<file path="src/rtl/fetch_stage_pkg.sv">
// Shared definitions for the instruction-fetch front end: reset/bubble
// constants, the fetch FSM state encoding and a small alignment helper.
package fetch_stage_pkg;

  localparam int          XLEN_DEF      = 32;
  localparam logic [31:0] RESET_PC_DEF  = 32'h0000_0000;
  // addi x0,x0,0 -- the canonical bubble placed in IF/ID on reset and flush
  localparam logic [31:0] NOP_INSTR_DEF = 32'h0000_0013;

  typedef enum logic [1:0] {
    FETCH_BOOT = 2'd0,
    FETCH_RUN  = 2'd1,
    FETCH_HALT = 2'd2
  } fetch_state_t;

  // RV32I without compressed instructions needs word-aligned targets
  function automatic logic is_misaligned(input logic [1:0] low_bits);
    return low_bits != 2'b00;
  endfunction

endpackage

</file>
<file path="src/rtl/fetch_stage_if.sv">
// Bundle of the fetch stage's memory port, control inputs and IF/ID outputs.
//
// Control semantics: stall and redirect are level requests sampled on every
// rising clk edge while the stage is running. redirect has priority over
// stall; redirect_pc is only looked at when redirect=1. There is no ready
// back-pressure: a request is accepted on the edge where it is seen.
// imem_rdata must be a combinational function of imem_addr in the same cycle.
interface fetch_stage_if #(
  parameter int XLEN = 32
);
  import fetch_stage_pkg::*;

  logic [XLEN-1:0] imem_addr;
  logic [31:0]     imem_rdata;
  logic            stall;
  logic            redirect;
  logic [XLEN-1:0] redirect_pc;
  logic [XLEN-1:0] if_id_pc;
  logic [XLEN-1:0] if_id_pc_plus4;
  logic [31:0]     if_id_instr;
  logic            if_id_valid;
  logic            fetch_err;
  logic [31:0]     fetch_count;
  fetch_state_t    state;

  // The fetch stage itself
  modport master (
    output imem_addr, if_id_pc, if_id_pc_plus4, if_id_instr, if_id_valid,
           fetch_err, fetch_count, state,
    input  imem_rdata, stall, redirect, redirect_pc
  );

  // Memory, hazard unit, execute stage and decode around it
  modport slave (
    input  imem_addr, if_id_pc, if_id_pc_plus4, if_id_instr, if_id_valid,
           fetch_err, fetch_count, state,
    output imem_rdata, stall, redirect, redirect_pc
  );

endinterface

</file>
<file path="src/rtl/fetch_stage_if_id_reg.sv">
// IF/ID pipeline register. Flush beats hold beats load. A flush turns the
// slot into a NOP bubble but leaves the PC fields alone so later stages can
// still see where the bubble sits.
module if_id_reg
  import fetch_stage_pkg::*;
#(
  parameter int          XLEN      = XLEN_DEF,
  parameter logic [31:0] NOP_INSTR = NOP_INSTR_DEF
) (
  input  logic            clk,
  input  logic            rst,
  input  logic            hold,
  input  logic            flush,
  input  logic [XLEN-1:0] in_pc,
  input  logic [XLEN-1:0] in_pc_plus4,
  input  logic [31:0]     in_instr,
  input  logic            in_valid,
  output logic [XLEN-1:0] pc,
  output logic [XLEN-1:0] pc_plus4,
  output logic [31:0]     instr,
  output logic            valid
);

  // Pipeline slot: reset to bubble, flush to bubble, else hold or load
  always_ff @(posedge clk or negedge rst) begin
    if (!rst) begin
      pc       <= '0;
      pc_plus4 <= '0;
      instr    <= NOP_INSTR;
      valid    <= 1'b0;
    end else if (flush) begin
      instr    <= NOP_INSTR;
      valid    <= 1'b0;
    end else if (!hold) begin
      pc       <= in_pc;
      pc_plus4 <= in_pc_plus4;
      instr    <= in_instr;
      valid    <= in_valid;
    end
  end

endmodule

</file>
<file path="src/rtl/fetch_stage.sv">
// Instruction-fetch front end: owns the PC, drives the combinational
// instruction-memory address and fills the IF/ID register. One BOOT cycle
// after reset, then RUN until a misaligned redirect parks it in HALT.
module fetch_stage
  import fetch_stage_pkg::*;
#(
  parameter int              XLEN      = XLEN_DEF,
  parameter logic [XLEN-1:0] RESET_PC  = RESET_PC_DEF,
  parameter logic [31:0]     NOP_INSTR = NOP_INSTR_DEF
) (
  input logic            clk,
  input logic            rst,
  fetch_stage_if.master  bus
);

  fetch_state_t    state_q;
  logic [XLEN-1:0] pc_q;
  logic            fetch_err_q;
  logic [31:0]     fetch_count_q;

  logic            in_run;
  logic            do_fetch;
  logic            flush;
  logic [XLEN-1:0] pc_plus4;

  assign in_run   = (state_q == FETCH_RUN);
  // A fetch happens only on a plain RUN cycle; redirect or stall suppress it
  assign do_fetch = in_run && !bus.redirect && !bus.stall;
  // Any accepted redirect (good or bad) kills the slot; HALT keeps it dead
  assign flush    = (in_run && bus.redirect) || (state_q == FETCH_HALT);
  assign pc_plus4 = pc_q + {{(XLEN-3){1'b0}}, 3'd4};

  // Fetch FSM with PC, sticky error flag and fetch counter as registered outputs
  always_ff @(posedge clk or negedge rst) begin
    if (!rst) begin
      state_q       <= FETCH_BOOT;
      pc_q          <= RESET_PC;
      fetch_err_q   <= 1'b0;
      fetch_count_q <= '0;
    end else begin
      case (state_q)
        FETCH_BOOT: state_q <= FETCH_RUN;
        FETCH_RUN: begin
          if (bus.redirect) begin
            if (is_misaligned(bus.redirect_pc[1:0])) begin
              state_q     <= FETCH_HALT;
              fetch_err_q <= 1'b1;
            end else begin
              pc_q <= bus.redirect_pc;
            end
          end else if (!bus.stall) begin
            pc_q          <= pc_plus4;
            fetch_count_q <= fetch_count_q + 32'd1;
          end
        end
        FETCH_HALT: state_q <= FETCH_HALT;
        default:    state_q <= FETCH_HALT;
      endcase
    end
  end

  if_id_reg #(
    .XLEN      (XLEN),
    .NOP_INSTR (NOP_INSTR)
  ) u_if_id (
    .clk         (clk),
    .rst         (rst),
    .hold        (!do_fetch),
    .flush       (flush),
    .in_pc       (pc_q),
    .in_pc_plus4 (pc_plus4),
    .in_instr    (bus.imem_rdata),
    .in_valid    (1'b1),
    .pc          (bus.if_id_pc),
    .pc_plus4    (bus.if_id_pc_plus4),
    .instr       (bus.if_id_instr),
    .valid       (bus.if_id_valid)
  );

  assign bus.imem_addr   = pc_q;
  assign bus.fetch_err   = fetch_err_q;
  assign bus.fetch_count = fetch_count_q;
  assign bus.state       = state_q;

endmodule

</file>
<file path="src/flat_wrapper.sv">
// flat-port wrapper written by rule: the top's interface ports become plain ports
module fetch_stage_flat import fetch_stage_pkg::*;
#(
  parameter int              XLEN      = XLEN_DEF,
  parameter logic [XLEN-1:0] RESET_PC  = RESET_PC_DEF,
  parameter logic [31:0]     NOP_INSTR = NOP_INSTR_DEF
)
  (clk, rst, bus_imem_addr, bus_if_id_pc, bus_if_id_pc_plus4, bus_if_id_instr, bus_if_id_valid, bus_fetch_err, bus_fetch_count, bus_state, bus_imem_rdata, bus_stall, bus_redirect, bus_redirect_pc);
  fetch_stage_if #(.XLEN(XLEN)) bus_i ();
  input logic clk;
  input logic rst;
  output wire logic [$bits(bus_i.imem_addr)-1:0] bus_imem_addr;
  output wire logic [$bits(bus_i.if_id_pc)-1:0] bus_if_id_pc;
  output wire logic [$bits(bus_i.if_id_pc_plus4)-1:0] bus_if_id_pc_plus4;
  output wire logic [$bits(bus_i.if_id_instr)-1:0] bus_if_id_instr;
  output wire logic [$bits(bus_i.if_id_valid)-1:0] bus_if_id_valid;
  output wire logic [$bits(bus_i.fetch_err)-1:0] bus_fetch_err;
  output wire logic [$bits(bus_i.fetch_count)-1:0] bus_fetch_count;
  output wire logic [$bits(bus_i.state)-1:0] bus_state;
  input wire logic [$bits(bus_i.imem_rdata)-1:0] bus_imem_rdata;
  input wire logic [$bits(bus_i.stall)-1:0] bus_stall;
  input wire logic [$bits(bus_i.redirect)-1:0] bus_redirect;
  input wire logic [$bits(bus_i.redirect_pc)-1:0] bus_redirect_pc;
  assign bus_imem_addr = bus_i.imem_addr;
  assign bus_if_id_pc = bus_i.if_id_pc;
  assign bus_if_id_pc_plus4 = bus_i.if_id_pc_plus4;
  assign bus_if_id_instr = bus_i.if_id_instr;
  assign bus_if_id_valid = bus_i.if_id_valid;
  assign bus_fetch_err = bus_i.fetch_err;
  assign bus_fetch_count = bus_i.fetch_count;
  assign bus_state = bus_i.state;
  assign bus_i.imem_rdata = bus_imem_rdata;
  assign bus_i.stall = bus_stall;
  assign bus_i.redirect = bus_redirect;
  assign bus_i.redirect_pc = bus_redirect_pc;
  fetch_stage #(.XLEN(XLEN), .RESET_PC(RESET_PC), .NOP_INSTR(NOP_INSTR)) u_core (.clk(clk), .rst(rst), .bus(bus_i));
endmodule
</file>
<file path="config.mk">
export PLATFORM = sky130hd
export DESIGN_NAME = fetch_stage_flat
export DESIGN_NICKNAME = d
export VERILOG_FILES = /design/src/rtl/fetch_stage_pkg.sv /design/src/rtl/fetch_stage_if.sv /design/src/rtl/fetch_stage_if_id_reg.sv /design/src/rtl/fetch_stage.sv /design/src/flat_wrapper.sv
export SDC_FILE = /design/constraint.sdc
export NUM_CORES = 1
export LEC_CHECK = 0
export ABC_AREA = 1
export BUFFER_PORTS_ARGS = -buffer_cell sky130_fd_sc_hd__buf_4
export CAP_MARGIN = 20
export CELL_PAD_IN_SITES_DETAIL_PLACEMENT = 1
export CELL_PAD_IN_SITES_GLOBAL_PLACEMENT = 2
export CORE_MARGIN = 2
export CORE_UTILIZATION = 26
export DETAILED_ROUTE_END_ITERATION = 8
export GPL_TIMING_DRIVEN = 0
export PLACE_DENSITY_LB_ADDON = 0.1
export SETUP_SLACK_MARGIN = 0.1
export SYNTH_ARGS = -nofsm -noshare
export SYNTH_HDL_FRONTEND = slang
export SYNTH_HIERARCHICAL = 1
export SYNTH_SLANG_ARGS = --single-unit
</file>
<file path="constraint.sdc">
create_clock -name clk -period 1.5 [get_ports clk]
set_clock_uncertainty 0.1 [all_clocks]
set_input_delay 0.225 -clock clk [delete_from_list [all_inputs] [get_ports clk]]
set_output_delay 0.225 -clock clk [all_outputs]
set_load 0.02 [all_outputs]
</file>
==> results_dict.tcl, run 1 <==
set metrics [dict create \
    clk_latency_ps 450 \
    core_area_sq_um 31700 \
    placed_cells 1752 \
    p_sw_mw 2.91 \
    fin_nets 1663 \
    endpoint_kind "flop" \
    hp-class "input pin to async pin" \
    place.gp.congestion 0.764 \
    cp.arrival_ps 2100 \
    overflow 0 \
    drtIter0Drc 258 \
    cts-root-buf "clkbuf_16" \
    vias 9160 \
    antenna_found_initial 2 \
    multi_input_area_sq_um 5090 \
    status "complete, but fails checks" \
    hpwl_um 23300 \
    postCtsHoldBufs 50 \
    crit_type "flop to flop" \
    cpPeakStageDelay_ps 380 \
    dr.pass1.iters 4 \
    yosysUniqueCellTypes 35 \
    synth_top_family_by_area "simple AND/OR/NAND/NOR gates" \
    ioPinCount 232 \
    die_x_um 184 \
    instances_no_fill 2009 \
    cts_tree "done" \
    grt_pass1_wl_um 54700 \
    tightest_slew_ps 909 \
    share_comb_of_total_power_pct 12.6 \
    ys_seq_elements 164 \
    synth_most_common_cell "nand2_1" \
    synth-simple-area-share_pct 38.8 \
    wirelength_um 36800 \
    setup_viol 164 \
    cts_made_buffers 17 \
    drt-wirelength-per-cell_um 18.3 \
    area_growth_pct 86.4 \
    grt_usage_pct 21.3 \
    power_density_nw_per_um2 686 \
    fin_util_pct 49.4 \
    final_layout_size_suffix_gt1_share_pct 52.7 \
    vias_per_cell 4.56 \
    avgSynthCellArea_sq_um 7.52 \
    critPathBufInv 6 \
    path_max_fanout 5 \
    synth_fa_ha_area_share_pct 0.298 \
    hold_viol 80 \
    fin_hold_ws_ps -352 \
    cts_sinks 164 \
    grt_pass1_vias 9673 \
    power.share.clock_pct 44.2 \
    clkSlewWorstSetupHoldPaths_ps 70 \
    syn-instance-count 1118 \
    cp-start-kind "flop" \
    numPortBuffers 231 \
    fmax_ghz 0.552 \
    muxShareOfSynthArea_pct 0 \
    start_util_pct 26.5 \
    max_cap_viol_count 0 \
    synthesis.area_sq_um 8410 \
    violations "negative hold slack, negative setup slack" \
    placementRows 65 \
    worst_ep_required_time_ps 1780 \
    ys_async_sr_fraction_pct 100 \
    die_h_um 184 \
    synth_nets 1188 \
    slew_headroom_pct 39.4 \
    slowest_stage "dfrtp_2" \
    seq_area_frac_synth_pct 48.9 \
    slew_viol_final 0 \
    synthFlopType "dfrtp_1" \
    rsz0062_at_grt "true" \
    synth_top_area_share_pct 47.9 \
    drc 0 \
    critPathTopFamily "buffers and inverters" \
    seq_power_share_pct 43.2 \
    synth_common_cells "515 x nand2_1, 161 x dfrtp_1, 120 x nor2_1, 70 x inv_1, 69 x nand3_1" \
    layout_setup_ws_ps -312 \
    fillers 3635 \
    irDropWorstVdd_mv 0.760 \
    switching_share_pct 27.1 \
    power.internal_mw 7.84 \
    post-route-min-period_ps 1810 \
    finalSetupTns_ps -32750 \
    ys_warn_count 6 \
    clk_path_buf_depth 2 \
    fin_crit_sh_pct 121 \
    crit_chain "inv_2 -> nor2_4 -> nand3_4 -> buf_8 -> buf_8 -> nor2_4 -> buf_4 -> bufbuf_16 -> clkbuf_16 -> nand2_1 -> nand2_1" \
    p_leak_nw 7.96 \
    synth_compound_area_share_pct 3.16 \
    ff_latch_area_sq_um 4190 \
    dieArea_sq_um 33800 \
    synth_edf_count 0 \
    grt_max_degree 84 \
    synth_xor_area_share_pct 2.40 \
    htreeDepth 4 \
    synth_top_area_cell "dfrtp_1" \
    drtAntennaViolNets 0 \
    synth.area.top_cells "dfrtp_1 48%, nand2_1 23%, nor2_1 5.4%, nand3_1 4.1%, inv_1 3.1%" \
]
[sequential cells by signal, summed over array words and instances (netlist names)]
signal / cells
u_core/u_if_id/pc_plus4: 32
u_core/u_if_id/valid: 1
u_core/u_if_id/pc: 32
u_core/bus.fetch_count: 32
u_core/bus.imem_addr: 32
u_core/bus.state: 2
u_core/bus.fetch_err: 1
u_core/u_if_id/instr: 32
[power groups by stage]
stage	clock (mW)	sequential (mW)	combinational [mW]
after CTS	4.89	4.65	1.26
final	4.75	4.65	1.36
after global routing	5.06	4.66	1.47
after detailed placement	0	4.77	0.863
after global placement	0	4.76	0.840
after floorplan	0	4.78	0.306
[metrics by stage]
step                cell area, sq um  total power, mW  setup slack (ps)  hold slack [ps]
floorplan                       8600             5.09              -163             -171
finish                         15700             10.8              -312             -352
global placement               10800             5.60             -1280              320
detailed placement             10900             5.63              -468              175
CTS                            14300             10.8              -316             -304
global route                   15700             11.2              -410             -297
[layout make-up]
cell class | instances | share of cell area (%)
multi-input combinational | 841 | 32.5
timing repair buffer | 455 | 28.3
sequential | 164 | 26.7
clock buffer | 18 | 2.80
tap | 402 | 3.21
buffer | 40 | 3.20
antenna | 1 | 0.0160
clock inverter | 14 | 1.12
inverter | 74 | 2.08
[worst paths after layout]
path | slack (ps) | startpoint | to | cells after the start
setup / recovery | -310 | u_core/bus.state[0] | u_core/u_if_id/pc[7] | 11
hold / removal | -350 | rst | u_core/u_if_id/instr[23] | 1
setup reg to reg | -310 | u_core/bus.state[0] | u_core/u_if_id/pc[7] | 11
hold reg to reg | 380 | u_core/u_if_id/pc_plus4[21] | u_core/u_if_id/pc_plus4[21] | 2
max in group asynchronous | 750 | rst | u_core/bus.imem_addr[30] | 2
min in group clk | 30 | bus_redirect_pc[20] | u_core/bus.imem_addr[20] | 5
[logic make-up (layout without fill, tap and decap cells)]
logic type | count (synthesis) | in the layout
compound gates | 48 | 48
xor+xnor | 23 | 23
fa+ha+maj | 2 | 2
buf+inv | 115 | 601
flops | 164 | 164
other cells | 1 | 2
simple gates | 765 | 767
[worst reg2reg max path: stages (launching register included)]
cell and delay [ps]:
dfrtp_2 380, inv_2 60, nor2_4 140, nand3_4 90, buf_8 130, buf_8 120, nor2_4 90, buf_4 140
bufbuf_16 270, clkbuf_16 140, nand2_1 50, nand2_1 60
[metal layers]
layer,part of all wire [%],track usage (%),up-vias,wire length [um]
met5,0.043,0,-,16
met4,1.3,5.25,2,489
met3,4.6,4.26,29,1710
met2,48,34.5,163,17700
met1,46,29.0,4544,16900
li1,-,-,4422,-
[placed cells by master (no fill, tap or decap), types with 4 or more instances in the layout]
cell             n
nand3b_1         8
a21oi_2         13
nand2_1        364
nand4_1         11
inv_1           61
nand2_4         46
nor2_2          21
a21oi_4          5
o21ai_1          7
nor2_1          55
nand3_2          4
buf_2            4
clkbuf_16       25
buf_12          14
nor2_4          60
nand3_1         64
buf_6          112
nor2_8           4
buf_4          267
nand2_2        114
buf_8           25
nand2_8          6
dfrtp_2         63
buf_16           9
xor2_1          14
xnor2_1          7
o21ai_2          6
inv_2            5
dlygate4sd3_1   50
inv_6            7
o21ai_0          7
dfrtp_1         98
[repair_timing]
| item | CTS | global route |
|---|---|---|
| cloned | 15 | 7 |
| endpoints found under the setup margin | 216 | 221 |
| endpoints found under the hold margin | 130 | 80 |
| pin swaps | 66 | 87 |
| gates resized for setup | 339 | 243 |
| setup buffers | 108 | 52 |
No activity file was read; power rests on OpenSTA's default activity.
==> run 2: changes to the inputs <==
--- a/config.mk
+++ b/config.mk
@@ -11,7 +11,7 @@
 export CELL_PAD_IN_SITES_DETAIL_PLACEMENT = 1
 export CELL_PAD_IN_SITES_GLOBAL_PLACEMENT = 2
 export CORE_MARGIN = 2
-export CORE_UTILIZATION = 26
+export CORE_UTILIZATION = 29
 export DETAILED_ROUTE_END_ITERATION = 8
 export GPL_TIMING_DRIVEN = 0
 export PLACE_DENSITY_LB_ADDON = 0.1
==> constraint.sdc (replaced) <==
create_clock -name clk -period 1.9 [get_ports clk]
set_clock_uncertainty 0.1 [all_clocks]
set_input_delay 0.285 -clock clk [delete_from_list [all_inputs] [get_ports clk]]
set_output_delay 0.285 -clock clk [all_outputs]
set_load 0.02 [all_outputs]
==> results_dict.tcl, run 2 (synthesized netlist as in run 1, its figures left out) <==
set metrics [dict create \
    drc 0 \
    cts-root-buf "clkbuf_16" \
    finalPower_mw 8.02 \
    critPathBufInv 2 \
    cts_sinks 164 \
    placed_cells 1734 \
    antenna_found_initial 1 \
    final_common_cell "nand2_1" \
    tightest_slew_ps 817 \
    crit_type "flop to flop" \
    min_path_cells 5 \
    grt_usage_pct 20.3 \
    grt_pass1_wl_um 48000 \
    grt_max_degree 103 \
    cts_tree "done" \
    power.share.clock_pct 44.8 \
    share_comb_of_total_power_pct 9.3 \
    core_area_sq_um 28600 \
    p_leak_nw 6.34 \
    place_ws_ps -531 \
    die_x_um 174 \
    setup_viol 0 \
    cp-start-kind "flop" \
    multi_input_area_sq_um 3870 \
    crit_chain "nor2_4 -> nand3_4 -> buf_4 -> nor2_1 -> nand2_2 -> nor2_4 -> buf_4 -> xor2_1" \
    p_sw_mw 2.09 \
    endpoint_kind "flop" \
    overflow 0 \
    dieArea_sq_um 30400 \
    path_max_fanout 5 \
    area_growth_pct 41.0 \
    place.gp.congestion 0.801 \
    hpwl_um 22400 \
    seq_power_share_pct 45.9 \
    slowest_stage "dfrtp_2" \
    diodes 0 \
    start_util_pct 29.4 \
    fin_crit_sh_pct 91.3 \
    final_cell_area_sq_um 11900 \
    switching_share_pct 26.0 \
    critPathTopFamily "simple AND/OR/NAND/NOR gates" \
    power_density_nw_per_um2 676 \
    drtAntennaViolNets 0 \
    ff_latch_area_sq_um 4140 \
    cts_made_buffers 17 \
    slew_headroom_pct 45.5 \
    die_h_um 174 \
    instances_no_fill 1808 \
    clk_path_buf_depth 2 \
    dr.pass1.iters 4 \
    clk_latency_ps 440 \
    mostFrequentLayoutCells "513 x nand2_1, 253 x buf_4, 138 x dfrtp_1" \
    clkSlewWorstSetupHoldPaths_ps 70 \
    final_layout_size_suffix_gt1_share_pct 28.3 \
    rsz0062_at_grt "true" \
    wirelength_um 30500 \
    hold_viol 0 \
    placementRows 62 \
    vias_per_cell 4.54 \
    hp-class "input pin to flop" \
    irDropWorstVdd_mv 0.592 \
    htreeDepth 4 \
    slew_viol_final 0 \
    cp.arrival_ps 1990 \
    numPortBuffers 231 \
    ff2ff_path_depth 8 \
    fmax_ghz 0.577 \
    drt-wirelength-per-cell_um 16.9 \
    cp_num_cells 8 \
    worst_ep_required_time_ps 2150 \
    vias 8216 \
    status "finished clean" \
    cpPeakStageDelay_ps 440 \
    fin_nets 1482 \
    power.internal_mw 5.93 \
    drtIter0Drc 307 \
    max_cap_viol_count 0 \
    post-route-min-period_ps 1730 \
    placed_area_sq_um 10700 \
    fillers 3522 \
    ioPinCount 232 \
    layout_setup_ws_ps 166 \
    grt_pass1_vias 8611 \
    fin_util_pct 41.4 \
]
-- run 2: metal layers --
metal / wire length, um / vias to the layer above / track usage [%]
li1: - / 4036 / -
met1: 14100 / 3992 / 26.5
met2: 14700 / 168 / 34.1
met3: 1370 / 18 / 4.42
met4: 333 / 2 / 4.94
met5: 16 / - / 0
-- run 2: layout make-up --
| type | instances | share of cell area, % |
|---|---|---|
| tap | 384 | 4.05 |
| clock buffer | 21 | 3.97 |
| inverter | 74 | 2.34 |
| sequential | 164 | 34.9 |
| clock inverter | 10 | 1.04 |
| timing repair buffer | 276 | 18.3 |
| multi-input combinational | 839 | 32.6 |
| buffer | 40 | 2.72 |
-- run 2: final timing paths --
check                                       from                    endpoint  slack [ps]
max                          u_core/bus.state[1]  u_core/bus.fetch_count[11]         170
min                            bus_imem_rdata[4]     u_core/u_if_id/instr[4]          30
max reg2reg                  u_core/bus.state[1]  u_core/bus.fetch_count[11]         170
min reg2reg                u_core/u_if_id/pc[17]       u_core/u_if_id/pc[17]         370
max in group asynchronous                    rst     u_core/bus.imem_addr[4]         440
min in group asynchronous                    rst  u_core/bus.fetch_count[22]         420
-- run 2: stage by stage --
| stage | hold slack [ps] | setup TNS, ps |
|---|---|---|
| 6_report | 28.3 | 0 |
| 5_1_grt | 27.9 | 0 |
| 4_1_cts | 6.68 | 0 |
| 3_5_place_dp | 305 | -42150 |
| 3_3_place_gp | 357 | -155570 |
| 2_1_floorplan | -111 | 0 |
-- run 2: power groups by stage --
stage	Clock, mW	Combinational, mW	Sequential, mW
final	3.59	0.745	3.68
after global routing	3.85	0.825	3.69
after floorplan	0	0.233	3.76
after global placement	0	0.653	3.74
after detailed placement	0	0.668	3.74
after CTS	3.72	0.736	3.67
-- run 2: timing repair --
action	4_1_cts	5_1_grt
setup buffers	5	9
endpoints found under the setup margin	111	90
hold endpoints to repair	127	0
resized for setup	29	44
hold buffers	30	0
pin swaps	4	19
-- run 2: tightest hold or removal path, stage by stage --
cell	delay [ps]
buf_4	80
inv_1	30
nand2_1	50
nand2_1	40
nand2_1	50
